<file path="src/rtl/regfile_pkg.sv">
// Shared defaults and address type for the multiport register file.
package regfile_pkg;
  localparam int DEF_DATA_W = 32;
  localparam int DEF_ADDR_W = 5;
  localparam int DEF_NUM_RD = 2;
  localparam int DEF_NUM_WR = 2;

  typedef logic [DEF_ADDR_W-1:0] reg_addr_t;
endpackage

</file>
<file path="src/rtl/regfile_scoreboard.sv">
// Pending-producer scoreboard: one busy flag per register, set by reserve, cleared by writes.
module regfile_scoreboard #(
  parameter int ADDR_W = 5
) (
  input  logic                   CLK,
  input  logic                   RST_N,
  input  logic [(1<<ADDR_W)-1:0] clr_vec,
  input  logic                   rsv_en,
  input  logic [ADDR_W-1:0]      rsv_addr,
  output logic [(1<<ADDR_W)-1:0] busy_vec,
  output logic [(1<<ADDR_W)-1:0] busy_next
);

  // Reserve is applied after clear so a new producer wins over a retiring one.
  always_comb begin
    busy_next = busy_vec & ~clr_vec;
    if (rsv_en && (rsv_addr != '0)) busy_next[rsv_addr] = 1'b1;
    busy_next[0] = 1'b0;
  end

  always_ff @(posedge CLK or negedge RST_N) begin
    if (!RST_N) busy_vec <= '0;
    else        busy_vec <= busy_next;
  end

endmodule

</file>
<file path="src/rtl/multiport_regfile.sv">
// Multiport register file with registered reads and a pending-write scoreboard.
// Define REGFILE_BYPASS_EN for write-first collision data; default is read-first.
module multiport_regfile
  import regfile_pkg::*;
#(
  parameter int DATA_W = DEF_DATA_W,
  parameter int ADDR_W = DEF_ADDR_W,
  parameter int NUM_RD = DEF_NUM_RD,
  parameter int NUM_WR = DEF_NUM_WR
) (
  input  logic                     CLK,
  input  logic                     RST_N,
  input  logic [NUM_RD*ADDR_W-1:0] rd_addr,
  output logic [NUM_RD*DATA_W-1:0] rd_data,
  output logic [NUM_RD-1:0]        rd_busy,
  input  logic [NUM_WR-1:0]        wr_en,
  input  logic [NUM_WR*ADDR_W-1:0] wr_addr,
  input  logic [NUM_WR*DATA_W-1:0] wr_data,
  input  logic                     rsv_en,
  input  logic [ADDR_W-1:0]        rsv_addr,
  output logic [(1<<ADDR_W)-1:0]   busy_vec
);

  localparam int DEPTH = 1 << ADDR_W;

  logic [DATA_W-1:0] mem     [DEPTH];
  logic [DEPTH-1:0]  wr_hit;
  logic [DATA_W-1:0] wr_val  [DEPTH];
  logic [DEPTH-1:0]  busy_next;
  logic [ADDR_W-1:0] rd_idx  [NUM_RD];
  logic [DATA_W-1:0] rd_next [NUM_RD];

  // Later ports overwrite earlier ones, so the highest-index port owns a conflict.
  always_comb begin
    wr_hit = '0;
    for (int i = 0; i < DEPTH; i++) wr_val[i] = '0;
    for (int w = 0; w < NUM_WR; w++) begin
      if (wr_en[w] && (wr_addr[w*ADDR_W +: ADDR_W] != '0)) begin
        wr_hit[wr_addr[w*ADDR_W +: ADDR_W]] = 1'b1;
        wr_val[wr_addr[w*ADDR_W +: ADDR_W]] = wr_data[w*DATA_W +: DATA_W];
      end
    end
  end

  always_ff @(posedge CLK or negedge RST_N) begin
    if (!RST_N) begin
      for (int i = 0; i < DEPTH; i++) mem[i] <= '0;
    end else begin
      for (int i = 0; i < DEPTH; i++) begin
        if (wr_hit[i]) mem[i] <= wr_val[i];
      end
    end
  end

  always_comb begin
    for (int p = 0; p < NUM_RD; p++) begin
      rd_idx[p]  = rd_addr[p*ADDR_W +: ADDR_W];
      rd_next[p] = mem[rd_idx[p]];
`ifdef REGFILE_BYPASS_EN
      if (wr_hit[rd_idx[p]]) rd_next[p] = wr_val[rd_idx[p]];
`endif
      if (rd_idx[p] == '0) rd_next[p] = '0;
    end
  end

  // rd_busy samples the post-update scoreboard so it matches busy_vec next cycle.
  always_ff @(posedge CLK or negedge RST_N) begin
    if (!RST_N) begin
      rd_data <= '0;
      rd_busy <= '0;
    end else begin
      for (int p = 0; p < NUM_RD; p++) begin
        rd_data[p*DATA_W +: DATA_W] <= rd_next[p];
        rd_busy[p]                  <= busy_next[rd_idx[p]];
      end
    end
  end

  regfile_scoreboard #(.ADDR_W(ADDR_W)) u_scoreboard (
    .CLK       (CLK),
    .RST_N     (RST_N),
    .clr_vec   (wr_hit),
    .rsv_en    (rsv_en),
    .rsv_addr  (rsv_addr),
    .busy_vec  (busy_vec),
    .busy_next (busy_next)
  );

endmodule

</file>
<file path="config.mk">
export PLATFORM = sky130hd
export DESIGN_NAME = multiport_regfile
export DESIGN_NICKNAME = d
export VERILOG_FILES = /design/src/rtl/regfile_pkg.sv /design/src/rtl/regfile_scoreboard.sv /design/src/rtl/multiport_regfile.sv
export SDC_FILE = /design/constraint.sdc
export NUM_CORES = 2
export LEC_CHECK = 0
export BUFFER_PORTS_ARGS = -buffer_cell sky130_fd_sc_hd__buf_2
export CELL_PAD_IN_SITES_DETAIL_PLACEMENT = 2
export CELL_PAD_IN_SITES_GLOBAL_PLACEMENT = 2
export CORE_MARGIN = 2
export CORE_UTILIZATION = 43
export CTS_CLUSTER_DIAMETER = 50
export CTS_CLUSTER_SIZE = 16
export DETAILED_ROUTE_END_ITERATION = 10
export HOLD_SLACK_MARGIN = 0.02
export PLACE_DENSITY_LB_ADDON = 0.1
export SYNTH_ARGS = -nofsm -noshare
export SYNTH_HDL_FRONTEND = slang
export SYNTH_SLANG_ARGS = --single-unit
</file>
<file path="constraint.sdc">
create_clock -name CLK -period 2.33 [get_ports CLK]
set_clock_uncertainty 0.2 [all_clocks]
set_input_delay 0.1165 -clock CLK [delete_from_list [all_inputs] [get_ports CLK]]
set_output_delay 0.1165 -clock CLK [all_outputs]
set_load 0.02 [all_outputs]
</file>
# --- Word-level counts from Yosys, hierarchy flattened ---
# Index checks and enable logic that the tools add are counted.
# W data, S select, Z words.
word_totals:
  mem_count: 0
  latchBits: 0
  in_bits: 94
  regBits: 1121
  ramBits: 0
  rom_bits: 0
classes:
  div_mod_pow: 0
  n_reduce_logical: 13
  eq_ne: 0
  mux: 28
  n_lt_le_gt_ge: 14
  n_shift: 0
  n_mul: 0
  bitwise: 9
  n_addsub: 0
ops:
  columns: ["operator", "count"]
  rows:
  - ["$mux W1024", 2]
  - ["$and A1024 B1024 Y1024", 1]
  - ["$bwmux W1024", 1]
  - ["$mux W32", 11]
  - ["$bmux W32 S5", 2]
  - ["$demux W32 S5", 2]
  - ["$or A32 B32 Y32", 2]
  - ["$and A32 B32 Y32", 1]
  - ["$not A32 Y32", 1]
  - ["$lt A5 B6 Y1 const B", 5]
  - ["$ge A6 B6 Y1 const B", 4]
  - ["$not A5 Y6", 4]
  - ["$demux W1 S5", 3]
  - ["$ge A5 B1 Y1 const B", 3]
  - ["$reduce_bool A5 Y1", 3]
  - ["$lt A6 B1 Y1 const B", 2]
  - ["$bmux W1 S5", 2]
  - ["$logic_not A5 Y1", 2]
  - ["$logic_and A1 B1 Y1", 8]
  - ["$mux W1", 5]

# --- Depth between registers and ports, before layout ---
logic_depth:
  word_depth: 13
  depth_mapped: 9
  depth_no_buf: 7

# --- Modules after synthesis ---
# A second synthesis with hierarchy kept.
hier_totals:
  cells_unflattened: 5612
  area_unflattened_um2: 63866.3
by_module_without_submodules:
  columns: ["mod", "n_inst", "area_per_inst_um2", "cells_each", "seq_area_each_um2"]
  rows:
  - ["multiport_regfile", 1, 62597.5, 5503, 27276.2]
  - ["regfile_scoreboard", 1, 1268.7, 109, 775.7]

# --- Worst setup path before layout ---
# No wires, ideal clock.
synth_path:
  path_kind: "input to register"
  startpoint: "in rd_addr[0]"
  endpoint: "reg rd_data[31]"
  path_slack_ns: 0.016
  path_stages: 7
  arrival_time_ns: 1.982
  required_time_ns: 1.998
  cell_sequence: "clkbuf_1 buf_2 buf_2 mux4_2 mux4_2 mux2i_1 nor2_1"
synth_rtl:
  columns: ["item", "line", "text"]
  rows:
  - ["start, declared", "multiport_regfile.sv:13", "input logic [NUM_RD*ADDR_W-1:0] rd_addr,"]
  - ["end signal, assigned by index", "multiport_regfile.sv:73", "rd_data[p*DATA_W +: DATA_W] <= rd_next[p];"]
  - ["end, declared", "multiport_regfile.sv:14", "output logic [NUM_RD*DATA_W-1:0] rd_data,"]

# --- Worst setup path after layout ---
layout_path:
  startpoint: "in wr_addr[2]"
  endpoint: "reg mem[745] (netlist bit)"
layout_between:
  elab_chain_len: 9
  word_cells_on_any_way: 20
  cone_classes: "order compare (4); mux (9); bitwise (3); reduce/logical (4)"
layout_lines:
  columns: ["item", "line", "text"]
  rows:
  - ["start, declared", "multiport_regfile.sv:17", "input logic [NUM_WR*ADDR_W-1:0] wr_addr,"]
  - ["$not A5 Y6 (not written as such)", "multiport_regfile.sv:40", "wr_val[wr_addr[w*ADDR_W +: ADDR_W]] = wr_data[w*DATA_W +: DATA_W];"]
  - ["$ge A6 B6 Y1 (not written as such) or $lt A6 B1 Y1 (tied branches)", "multiport_regfile.sv:40", null]
  - ["$logic_and A1 B1 Y1 (not written as such)", "multiport_regfile.sv:40", null]
  - ["$mux W32 (not written as such)", "multiport_regfile.sv:40", null]
  - ["$demux W32 S5", "multiport_regfile.sv:40", null]
  - ["$and A1024 B1024 Y1024 (no line)", null, null]
  - ["$mux W1024", "multiport_regfile.sv:38", "if (wr_en[w] && (wr_addr[w*ADDR_W +: ADDR_W] != '0)) begin"]
  - ["$bwmux W1024", "multiport_regfile.sv:40", null]
  - ["$mux W1024", "multiport_regfile.sv:38", null]
  - ["end signal, assigned by index", "multiport_regfile.sv:50", "if (wr_hit[i]) mem[i] <= wr_val[i];"]
  - ["end, declared", "multiport_regfile.sv:26", "logic [DATA_W-1:0] mem [DEPTH];"]
# Parallel ways exist; a longest one is shown, timed or not.
# A chain may end at the register's enable or synchronous reset.

==> run_results.csv <==
group,metric,value,unit
clocking,clkTransAtPathRegs,0.06,ns
clocking,ctsLongestPathBuffers,3,
floorplanning,initial_utilization,0.432,
critical_path,cp_common_cell,"buf_4",
critical_path,crit_family,"buffers and inverters",
yosys,seq_area_frac_synth,0.423,
critical_path,worstPathRequired,2.82,ns
global_routing,grt_pass1_wl,487000,um
floorplanning,core_region_area,154000,um^2
critical_path,cp-end-kind,"flop",
critical_path,cp_max_fo,22,
power,p_per_area,923,nW/um^2
cells_and_area,multiInputGateArea,35600,um^2
floorplanning,io-pin-count,192,
yosys,async_flop_share,1.00,
floorplanning,die_y,397,um
cells_and_area,final_cell_area,80400,um^2
yosys,synth_top_area_cell,"dfrtp_1",
routing,wirelength,339000,um
timing,report.final.slew_viol_count,0,
yosys,syn-num-nets,6266,
clocking,htreeDepth,4,
timing,fin_hold_ws,0.0208,ns
global_routing,grt_max_degree,87,
critical_path,cp.buffers_inverters,5,
global_routing,antenna_found_initial,22,
yosys,ys_seq_elements,1121,
cells_and_area,nets,6501,
power,leakagePower,35.9,nW
global_routing,grt_pass1_vias,65427,
yosys,syn_inst,6172,
global_routing,grt_use_total,0.433,
yosys,synth_ff_type,"dfrtp_1",
timing,tightest_slew,1.10,ns
place,hpwl,204000,um
timing,fmax,0.435,GHz
floorplanning,die-area,157000,um^2
cells_and_area,finish.utilization,0.524,
clocking,cts-root-buf,"clkbuf_16",
yosys,syn_avg_cell_area,10.7,um^2
place,numPortBuffers,190,
timing,min_period_over_period,0.988,
critical_path,start_kind,"primary input",
place,dp.cells,8136,
routing,vias_per_cell,6.92,
timing,hold_viol_final,0,
clocking,cts_sinks,1121,
clocking,cts_tree,"yes",
run_status,status,"completed",
worst_hold_path,hold_path.class,"primary input to flop",
yosys,ys_warn_count,0,
cells_and_area,regArea,28100,um^2
global_routing,gr-total-overflow,0,
floorplanning,placementRows,144,
timing,setup_viol,0,
timing,max-slew-margin-rel,0.264,
power,vdd_drop_max,0.813,mV
clocking,cts_buffers,159,
yosys,synth_cell_types,53,
cells_and_area,fin_cells,8588,
critical_path,cpMaxStageDelayCell,"buf_6",
routing,via_count,59406,
yosys,synth_top_area_share,0.423,
yosys,ys_top_cells_by_area,"dfrtp_1 42%, mux4_2 22%, mux2i_1 12%, nand2_1 5.8%, nor2_1 3.4%",
run,drv_cap,0,
cells_and_area,area_growth,21.4,%
clocking,clk_latency,0.80,ns
cells_and_area,fillers,15068,
critical_path,max_stage_delay,0.58,ns
yosys,synth_enable_flop_cells,0,
yosys,synth_area,66300,um^2
routing,wire_per_inst,39.5,um
routing,drt_iter0_drc,5756,
critical_path,worstSetupPathType,"primary input to flop",
critical_path,crit_arrival,2.79,ns
place,routabilityCongestion,0.966,
power,total_power,74.2,mW
cells_and_area,drive_above_1_share,0.257,
timing,layout_min_cycle_time,2.30,ns
place,post_dp_cell_area,73100,um^2
routing,dr.pass1.iters,5,
routing,ant_nets,0,
critical_path,cp_cell_sequence,"buf_2 > and4bb_1 > buf_4 > nand2_4 > buf_4 > buf_6 > mux2i_1 > o21ai_0 > dlygate4sd3_1",
routing,drc,0,
floorplanning,die_x,397,um
==> where the power goes <==
part	total (mW)	leakage, nW	switching (mW)	internal [mW]
Sequential	29.1	13.8	4.56	24.5
Clock	26.5	2.73	10.5	16.0
Combinational	18.6	19.4	8.97	9.63
Total	74.2	35.9	24.0	50.2
==> path summary, 6_finish.rpt <==
kind	from	endpoint	slack [ns]	cells after the start
min in group asynchronous	RST_N	mem[1003]	0.45	4
max in group asynchronous	RST_N	mem[357]	0.57	6
setup reg to reg	mem[922]	rd_data[26]	0.15	4
setup / recovery	wr_addr[2]	mem[745]	0.03	9
hold reg to reg	mem[998]	mem[998]	0.20	0
hold / removal	wr_addr[5]	u_scoreboard.busy_vec[6]	0.02	6
==> layout by cell type, fill, tap and decap left out, types with 4 or more instances in the layout <==
cell,count
inv_1,41
a31oi_1,230
dfrtp_1,1121
dlygate4sd3_1,149
buf_4,296
bufinv_16,21
nand2_1,992
clkbuf_16,167
a32o_1,25
clkbuf_1,12
o22ai_1,8
nand2b_1,6
nand3_1,11
inv_8,6
nand3b_1,4
nand2_4,33
mux2i_1,772
mux4_2,644
o21ai_0,453
clkinvlp_4,16
and3_1,4
buf_2,181
inv_6,21
a21oi_1,388
buf_8,4
clkinv_2,12
nor2_1,589
buf_6,8
clkinv_4,14
diode_2,11
nor2_4,18
buf_12,178
and4b_1,6
clkbuf_8,18
nand2_2,7
nor2b_1,9
and2_4,7
==> sequential cells by signal, summed over array words and instances, names as in the netlist <==
register and flops:
mem 1024, rd_busy 2, rd_data 64, u_scoreboard.busy_vec 31
==> repair_timing <==
item | in CTS | in global routing
buffers inserted | 0 | 2
hold buffers | 144 | 10
resized for setup | 0 | 11
endpoints found under the hold margin | 2205 | 39
setup endpoints to repair | 0 | 11
==> synth_stat cells, types with 4 or more instances <==
library cell     n
nand3_1         11
and4b_1          6
buf_1           80
nor2_1         608
a31oi_1        230
a21oi_1        388
nor4bb_1         4
nand2_1       1030
buf_2           96
and2_1          11
dfrtp_1       1121
nor3_1           4
mux4_2         644
o22ai_1          8
clkbuf_1       566
o21ai_0        454
mux2i_1        772
nor2b_1          9
nand3b_1         4
and3_1           4
inv_1           41
nand2b_1         6
a32o_1          26
==> final cells by class <==
type	count	share of cell area
flip-flops and latches	1121	0.349
well taps	2044	0.0318
repair buffers	818	0.104
multi-input cells	4264	0.443
inverters	43	0.00201
clock inverters	91	0.0149
diodes	11	0.000342
clock buffers	196	0.0553
==> logic make-up (layout without fill, tap and decap cells) <==
family,count (synthesis),count (layout),share of synthesized area
multiplexers,1416,1416,0.336
AO/OA/AOI/OAI,1121,1121,0.0920
flip-flops,1121,1121,0.423
AND/OR/NAND/NOR,1726,1726,0.102
buffers and inverters,787,1148,0.0466
other,1,12,0.0000566
==> per-stage QoR <==
stage	worst slack (ns)	setup TNS, ns
floorplan	0.0160	0
global placement	-0.277	-19.54
detailed placement	-0.365	-29.89
CTS	0.00359	0
global route	-0.00298	-0.00454
finish	0.0288	0
==> per-layer routing <==
| layer | up-vias | part of all wire | track usage | wire (um) |
|---|---|---|---|---|
| li1 | 22788 | - | - | - |
| met1 | 32174 | 0.39 | 0.566 | 131000 |
| met2 | 3293 | 0.45 | 0.657 | 153000 |
| met3 | 1139 | 0.097 | 0.108 | 32900 |
| met4 | 12 | 0.066 | 0.247 | 22300 |
| met5 | - | 0.00021 | 0 | 72 |
==> worst min-delay path, cell delays in order <==
cell     delay [ns]
buf_2          0.13
nor2b_1        0.07
buf_4          0.15
buf_4          0.18
nand2_1        0.07
a32o_1         0.22
Note: power is estimated with default switching activity, not from simulation.
